**src/rtl/router_pkg.sv**
```systemverilog
// Shared router definitions: flit type encodings, packet framing states and
// the credit-count width helper.
package router_pkg;

    localparam logic [2:0] FLIT_TYPE_HEADER = 3'b001;
    localparam logic [2:0] FLIT_TYPE_BODY   = 3'b010;
    localparam logic [2:0] FLIT_TYPE_TAIL   = 3'b100;

    typedef enum logic {
        IDLE = 1'b0,
        BODY = 1'b1
    } pkt_state_t;

    function automatic int credit_width(input int credit_max);
        return $clog2(credit_max + 1);
    endfunction

endpackage

```
**src/rtl/credit_counter.sv**
```systemverilog
// Downstream free-slot counter: decrements on an accepted send, increments on
// a returned credit, saturates at CREDIT_MAX and reports misuse as pulses.
module credit_counter
    import router_pkg::*;
#(
    parameter  int CREDIT_MAX = 3,
    localparam int CW         = credit_width(CREDIT_MAX)
) (
    input  logic          clk,
    input  logic          reset,
    input  logic          inc,
    input  logic          dec_req,
    output logic [CW-1:0] count,
    output logic          nonzero,
    output logic          overflow_pulse,
    output logic          underflow_attempt_pulse
);

    localparam logic [CW-1:0] COUNT_MAX = CW'(CREDIT_MAX);

    logic dec;
    logic at_max;

    // A decrement request at zero is refused; a credit arriving in that same
    // cycle still lands, so the count rises to 1 without being bypassed.
    assign nonzero                 = (count != '0);
    assign dec                     = dec_req & nonzero;
    assign at_max                  = (count == COUNT_MAX);
    assign overflow_pulse          = inc & ~dec & at_max;
    assign underflow_attempt_pulse = dec_req & ~nonzero;

    always_ff @(posedge clk or negedge reset) begin
        if (!reset) begin
            count <= COUNT_MAX;
        end else if (inc && !dec && !at_max) begin
            count <= count + 1'b1;
        end else if (dec && !inc) begin
            count <= count - 1'b1;
        end
    end

endmodule

```
**src/rtl/flit_sender_credit_based.sv**
```systemverilog
// Output-port transmit stage: registers granted flits onto the link when a
// downstream credit exists, and checks header/body/tail framing.
module flit_sender_credit_based
    import router_pkg::*;
#(
    parameter  int DATA_WIDTH = 32,
    parameter  int CREDIT_MAX = 3,
    localparam int CW         = credit_width(CREDIT_MAX)
) (
    input  logic                  clk,
    input  logic                  reset,
    input  logic [DATA_WIDTH-1:0] flit_in,
    input  logic                  grant_in,
    input  logic                  credit_in,
    output logic                  ready_out,
    output logic [DATA_WIDTH-1:0] TX,
    output logic                  valid_out,
    output logic [CW-1:0]         credit_count_out,
    output logic                  err_no_credit,
    output logic                  err_credit_overflow,
    output logic                  err_protocol,
    output pkt_state_t            pkt_state_dbg
);

    // Link handshake: a flit is transferred in every cycle valid_out is high;
    // there is no ready back-pressure, the credit count is the flow control.

    logic       send;
    logic       nonzero;
    logic       overflow_pulse;
    logic       underflow_attempt_pulse;
    logic [2:0] flit_type;
    logic       proto_err;
    pkt_state_t state_q;
    pkt_state_t state_d;

    credit_counter #(
        .CREDIT_MAX (CREDIT_MAX)
    ) u_credit_counter (
        .clk                     (clk),
        .reset                   (reset),
        .inc                     (credit_in),
        .dec_req                 (grant_in),
        .count                   (credit_count_out),
        .nonzero                 (nonzero),
        .overflow_pulse          (overflow_pulse),
        .underflow_attempt_pulse (underflow_attempt_pulse)
    );

    assign ready_out     = nonzero;
    assign send          = grant_in & nonzero;
    assign flit_type     = flit_in[DATA_WIDTH-1 -: 3];
    assign pkt_state_dbg = state_q;

    always_ff @(posedge clk or negedge reset) begin
        if (!reset) begin
            state_q <= IDLE;
        end else begin
            state_q <= state_d;
        end
    end

    // Framing only advances on flits that actually leave; offending flits are
    // still transmitted and merely flagged.
    always_comb begin
        state_d   = state_q;
        proto_err = 1'b0;
        if (send) begin
            case (state_q)
                IDLE: begin
                    if (flit_type == FLIT_TYPE_HEADER) begin
                        state_d = BODY;
                    end else begin
                        proto_err = 1'b1;
                    end
                end
                BODY: begin
                    if (flit_type == FLIT_TYPE_TAIL) begin
                        state_d = IDLE;
                    end else if (flit_type != FLIT_TYPE_BODY) begin
                        proto_err = 1'b1;
                    end
                end
                default: begin
                    state_d = IDLE;
                end
            endcase
        end
    end

    always_ff @(posedge clk or negedge reset) begin
        if (!reset) begin
            TX                  <= '0;
            valid_out           <= 1'b0;
            err_no_credit       <= 1'b0;
            err_credit_overflow <= 1'b0;
            err_protocol        <= 1'b0;
        end else begin
            valid_out           <= send;
            if (send) begin
                TX <= flit_in;
            end
            err_no_credit       <= err_no_credit | underflow_attempt_pulse;
            err_credit_overflow <= err_credit_overflow | overflow_pulse;
            err_protocol        <= err_protocol | proto_err;
        end
    end

endmodule

```
**config.mk**
```make
export PLATFORM = sky130hd
export DESIGN_NAME = flit_sender_credit_based
export DESIGN_NICKNAME = d
export VERILOG_FILES = /design/src/rtl/router_pkg.sv /design/src/rtl/credit_counter.sv /design/src/rtl/flit_sender_credit_based.sv
export SDC_FILE = /design/constraint.sdc
export NUM_CORES = 1
export LEC_CHECK = 0
export CORE_ASPECT_RATIO = 1.4
export CORE_MARGIN = 2
export CORE_UTILIZATION = 41
export CTS_BUF_LIST = sky130_fd_sc_hd__clkbuf_4 sky130_fd_sc_hd__clkbuf_8
export DETAILED_ROUTE_END_ITERATION = 10
export PLACE_DENSITY = 0.88
export SLEW_MARGIN = 15
export SYNTH_ARGS = -nofsm -noshare
export SYNTH_HDL_FRONTEND = slang
export SYNTH_SLANG_ARGS = --single-unit
```
**constraint.sdc**
```tcl
create_clock -name clk -period 1.3 [get_ports clk]
set_clock_uncertainty 0.05 [all_clocks]
set_input_delay 0.26 -clock clk [delete_from_list [all_inputs] [get_ports clk]]
set_output_delay 0.26 -clock clk [all_outputs]
set_load 0.005 [all_outputs]
```
Yosys cells after proc, flatten, opt, wreduce, memory -nomap -nowiden
Cells that the tools add are included.
{"block": "classes", "bitwise_logic": 10, "muxes": 10, "add_sub_neg": 2, "reduce_logical": 8, "eq_ne": 4}
{"operator": "1-bit 2-to-1 mux", "n": 6}
{"operator": "1-bit AND", "n": 4}
{"operator": "2-bit 2-to-1 mux", "n": 2}
{"operator": "1-bit one-hot mux with 2 select lines", "n": 2}
{"operator": "2-bit nonzero test", "n": 2}
{"operator": "3-bit by 1-bit == test with 1-bit output, second input constant", "n": 1}
{"operator": "3-bit == test, second input constant", "n": 1}
{"operator": "1-bit logical AND", "n": 3}
{"operator": "1-bit zero test", "n": 3}
{"operator": "3-bit by 2-bit != test with 1-bit output, second input constant", "n": 1}
{"operator": "1-bit NOT", "n": 3}
{"operator": "1-bit OR", "n": 3}
{"operator": "2-bit by 1-bit adder with 2-bit output, second input constant", "n": 1}
{"operator": "2-bit == test, second input constant", "n": 1}
{"operator": "2-bit by 1-bit subtractor with 2-bit output, second input constant", "n": 1}
{"block": "word_totals", "in_bits": 36, "regBits": 39, "output_inout_bits": 40, "wordCells": 41}

Longest topological paths before layout
{"block": "depth", "word_depth": 6, "depth_mapped": 5, "ltp_nobuf": 4}

Modules after synthesis
A second synthesis with hierarchy kept.
{"block": "hier_totals", "hier_cells": 103, "area_unflattened_um2": 1641.6}
{"module": "flit_sender_credit_based", "seq_area_each_um2": 925.9, "instances": 1, "cells_per_inst": 87, "area_each_um2": 1507.7}
{"module": "credit_counter", "seq_area_each_um2": 52.6, "instances": 1, "cells_per_inst": 16, "area_each_um2": 133.9}

Least setup slack after synthesis
Ideal clock, no wire load.
{"block": "synth_path", "path_kind": "register to register", "start": "register u_credit_counter.count[1]", "end": "register TX[0]", "synth_period_minus_slack_ns": 1.142, "setup_ns": 0.065, "stages_incl_launch_ff": 6, "arrival_time_ns": 1.027, "required_ns": 1.185, "n_path_buf": 1, "setup_slack_ns": 0.158, "path_cell_list": "dfstp_2 -> o21ai_4 -> inv_2 -> buf_2 -> nand2_1 -> nand2_1"}
{"block": "synth_via", "elab_chain_cells": 2}
{"item": "start, declared", "line_no": "credit_counter.sv:13", "text": "output logic [CW-1:0] count,"}
{"item": "start signal, assigned", "line_no": "credit_counter.sv:36", "text": "count <= count + 1'b1;"}
{"item": "start signal, assigned", "line_no": "credit_counter.sv:38", "text": "count <= count - 1'b1;"}
{"item": "2-bit nonzero test", "line_no": "credit_counter.sv:26", "text": "assign nonzero = (count != '0);"}
{"item": "1-bit AND", "line_no": "flit_sender_credit_based.sv:51", "text": "assign send = grant_in & nonzero;"}
{"item": "end signal, assigned", "line_no": "flit_sender_credit_based.sv:101", "text": "TX <= flit_in;"}
{"item": "end, declared", "line_no": "flit_sender_credit_based.sv:16", "text": "output logic [DATA_WIDTH-1:0] TX,"}
No other way between the ends.
A chain may end at the register's enable or synchronous reset.

Worst setup path in the final report
{"block": "layout_path", "start": "register u_credit_counter.count[0]", "end": "output ready_out"}
{"block": "layout_via", "elab_chain_cells": 1}
{"item": "2-bit nonzero test", "line_no": "credit_counter.sv:26"}
{"item": "end, declared", "line_no": "flit_sender_credit_based.sv:15", "text": "output logic ready_out,"}
No other way between the ends.

==> metrics.md <==
| Metric | Value |
|---|---|
| Critical Path RT | `0.99 ns` |
| DR WL/cell | `15.02 um` |
| Synth top cells by count | `nand2_1, dfrtp_1, buf_2` |
| Setup TNS | `-0.9446 ns` |
| Critical-path cell list | `or2_4 -> clkbuf_2` |
| # port buffers | `75` |
| CTS max path bufs | `2` |
| Reg2reg setup slack | `-0.08 ns` |
| Vias in the first global route | `1592` |
| Max Slew Vio Count | `0` |
| WL final | `4700 um` |
| Top-area cell type share of the netlist area | `0.6071` |
| Max-Slew Margin vs Limit | `0.8180` |
| Inst Count DP | `288` |
| Post-synth ARST share | `1.000` |
| Worst r2r src | `u_credit_counter.count[0]` |
| Top FF cell, synth | `dfrtp_1` |
| WP data arrival | `1.07 ns` |
| DRC Markers | `0` |
| Synth area leaders | `dfrtp_1, nand2_1, dfstp_2` |
| CTS H-tree depth | `2` |
| DR iter-0 viols | `43` |
| Most frequent cell after synthesis | `nand2_1` |
| RSZ-0062 raised after global routing | `true` |
| Register area share after synthesis | `0.6415` |
| Pin count of the biggest net entering global routing | `40` |
| Worst ir drop on vdd | `1.072 mV` |
| Tcrit/Tclk final | `1.060` |
| Number of CTS-inserted buffers | `5` |
| Mapped Area | `1525 um2` |
| Die area | `4231 um2` |
| Global-route wire length before repair | `7672 um` |
| XOR/XNOR Fraction of Synth Area | `0` |
| Clk slew on worst S/H paths | `0.07 ns` |
| Starting density of the core | `0.4224` |
| Final Critical Period | `1.379 ns` |
| Non-filler cells in the finished layout | `313` |
| Core Rows | `26` |
| Die Y | `76.17 um` |
| Flops & latches, synth | `39` |
| Largest family of logic cells by synthesized area | `simple AND/OR/NAND/NOR gates` |
| Slowest-stage cell, CP | `dfstp_2` |
| Cell count after synthesis | `164` |
| Post-DP HPWL | `2827 um` |
| Initial antenna violation count | `0` |
| Power Dens Cells | `1240 nW/um2` |
| Crit-path max FO | `3` |
| Max Cap Viol | `0` |
| Worst hold path stage count | `1` |
| Biggest area consumer among synthesized cells | `dfrtp_1` |
| Worst-skew pair later-pin latency | `0.28 ns` |
| Synthesized area per cell | `9.300 um2` |
| Setup Viol. Count Final | `35` |
| Top-Level Pins | `76` |
| Via Count | `1518` |
| Slew @ Worst Pin | `0.2693 ns` |
| Drt first pass iters | `4` |
| CP startpoint | `u_credit_counter.count[0]` |
| Post-synth EDFFs | `0` |
| Startpoint types | `flip-flop` |
| Final ANT Viol Nets | `0` |
| Total gr overflow | `0` |
| Diode count | `0` |
| Min-delay worst type | `flip-flop to flip-flop` |
| CTS tree | `built` |
| Post-synthesis cell type count | `22` |
| Mux cell area share after synthesis | `0` |
| Nets | `307` |
| Synth Area in Simple Gates | `0.2699` |
| Worst reg-to-reg path cell count | `5` |
| Total GRT Usage | `0.2335` |
| Share of post-route cells with drive strength above 1 | `0.2546` |
| Syn nets | `200` |
| Pre-CTS setup slack | `-0.1789 ns` |
| Clk sinks | `39` |
| Final Core Density | `0.7886` |
| P_leak | `0.001430 uW` |
| Failing checks | `setup timing` |
| Mean number of vias per cell | `4.850` |
| Root buf cell | `clkbuf_8` |
| Final Hold Fails | `0` |
| Final Worst Setup Slack | `-0.07852 ns` |
| Core Area | `3611 um2` |
| Placer Congestion | `0.7998` |
| CP peak stage delay | `0.56 ns` |
| Synth Area in Adders | `0` |
| Outcome | `finished with violations` |
| CP endpoint kind | `output port` |
| Synth Area in Compound Gates | `0.06153` |
| Crit path kind | `flip-flop to output port` |
| Die W | `55.55 um` |
| Fmax | `725.4 MHz` |
| Synth-to-Final Area Change | `86.71%` |
| Hold path start | `err_credit_overflow` |
| Warnings from Yosys | `0` |
-- final cells by class --
class | count | area (um2)
clock buffers | 6 | 76.32
clock inverters | 1 | 30.03
fillers | 242 | 763.2
inverters | 3 | 18.77
multi-input cells | 116 | 593.1
flip-flops and latches | 39 | 978.4
well taps | 42 | 52.55
repair buffers | 106 | 1099
-- critical path, delay by kind of cell, from the launching register on --
family / cells / cell delay, ns
flops: 1 / 0.56
simple gates: 1 / 0.12
buf+inv: 1 / 0.10
-- state kept, by name, indices dropped and copies added (netlist names) --
name                    flops
err_credit_overflow         1
err_no_credit               1
valid_out                   1
err_protocol                1
TX                         32
u_credit_counter.count      2
pkt_state_dbg               1
-- power breakdown --
group / internal, uW / switching (uW) / total (uW)
combinational: 606 / 429 / 1040
clock: 584 / 416 / 999
sequential: 1390 / 102 / 1500
-- path summary, 6_finish.rpt --
kind | end
worst min-delay path | err_credit_overflow
worst max register to register | u_credit_counter.count[0]
worst min register to register | err_credit_overflow
worst max-delay path | ready_out
min in group asynchronous | valid_out
max in group asynchronous | u_credit_counter.count[0]
-- metrics by stage --
step	hold slack [ns]	instance area, um2	total power, uW
after global routing	0.4356	2848	3700
after global placement	0.1923	2429	2367
final	0.4091	2848	3532
after detailed placement	0.1945	2429	2395
after floorplan	-0.08559	1525	1765
after CTS	0.4150	2808	3492
-- cells by family (layout without fill, tap and decap cells) --
logic type | Yosys count | count (layout)
AOI/OAI and AO/OA | 13 | 13
buffers and inverters | 9 | 116
DFF | 39 | 39
and+or+nand+nor | 103 | 103
-- per-layer routing --
| metal | vias up | track usage | share of wire |
|---|---|---|---|
| met5 | - | 0 | 0 |
| met4 | 0 | 0.09268 | 0.033 |
| met3 | 13 | 0.04244 | 0.039 |
| met2 | 58 | 0.4095 | 0.54 |
| met1 | 720 | 0.2788 | 0.39 |
| li1 | 727 | - | - |
-- what timing repair did --
| item | CTS | global route |
|---|---|---|
| buffers inserted | 11 | 3 |
| gates cloned | 5 | 0 |
| endpoints found under the hold margin | 37 | 0 |
| hold buffers | 1 | 0 |
| pin swaps | 2 | 7 |
| endpoints found under the setup margin | 71 | 43 |
| gates resized for setup | 74 | 26 |
-- placed cells by master (no fill, tap or decap), drive strengths merged, types with 2 or more instances in the layout --
cell / netlist / layout
a31oi: 2 / 2
buf: 6 / 32
clkbuf: 0 / 8
clkdlybuf4s15: 0 / 5
clkdlybuf4s50: 0 / 34
dfrtp: 37 / 37
dfstp: 2 / 2
dlygate4sd2: 0 / 32
inv: 3 / 3
nand2: 95 / 95
nor2: 2 / 2
o21ai: 5 / 5
Power figures use the tool's default switching activity.
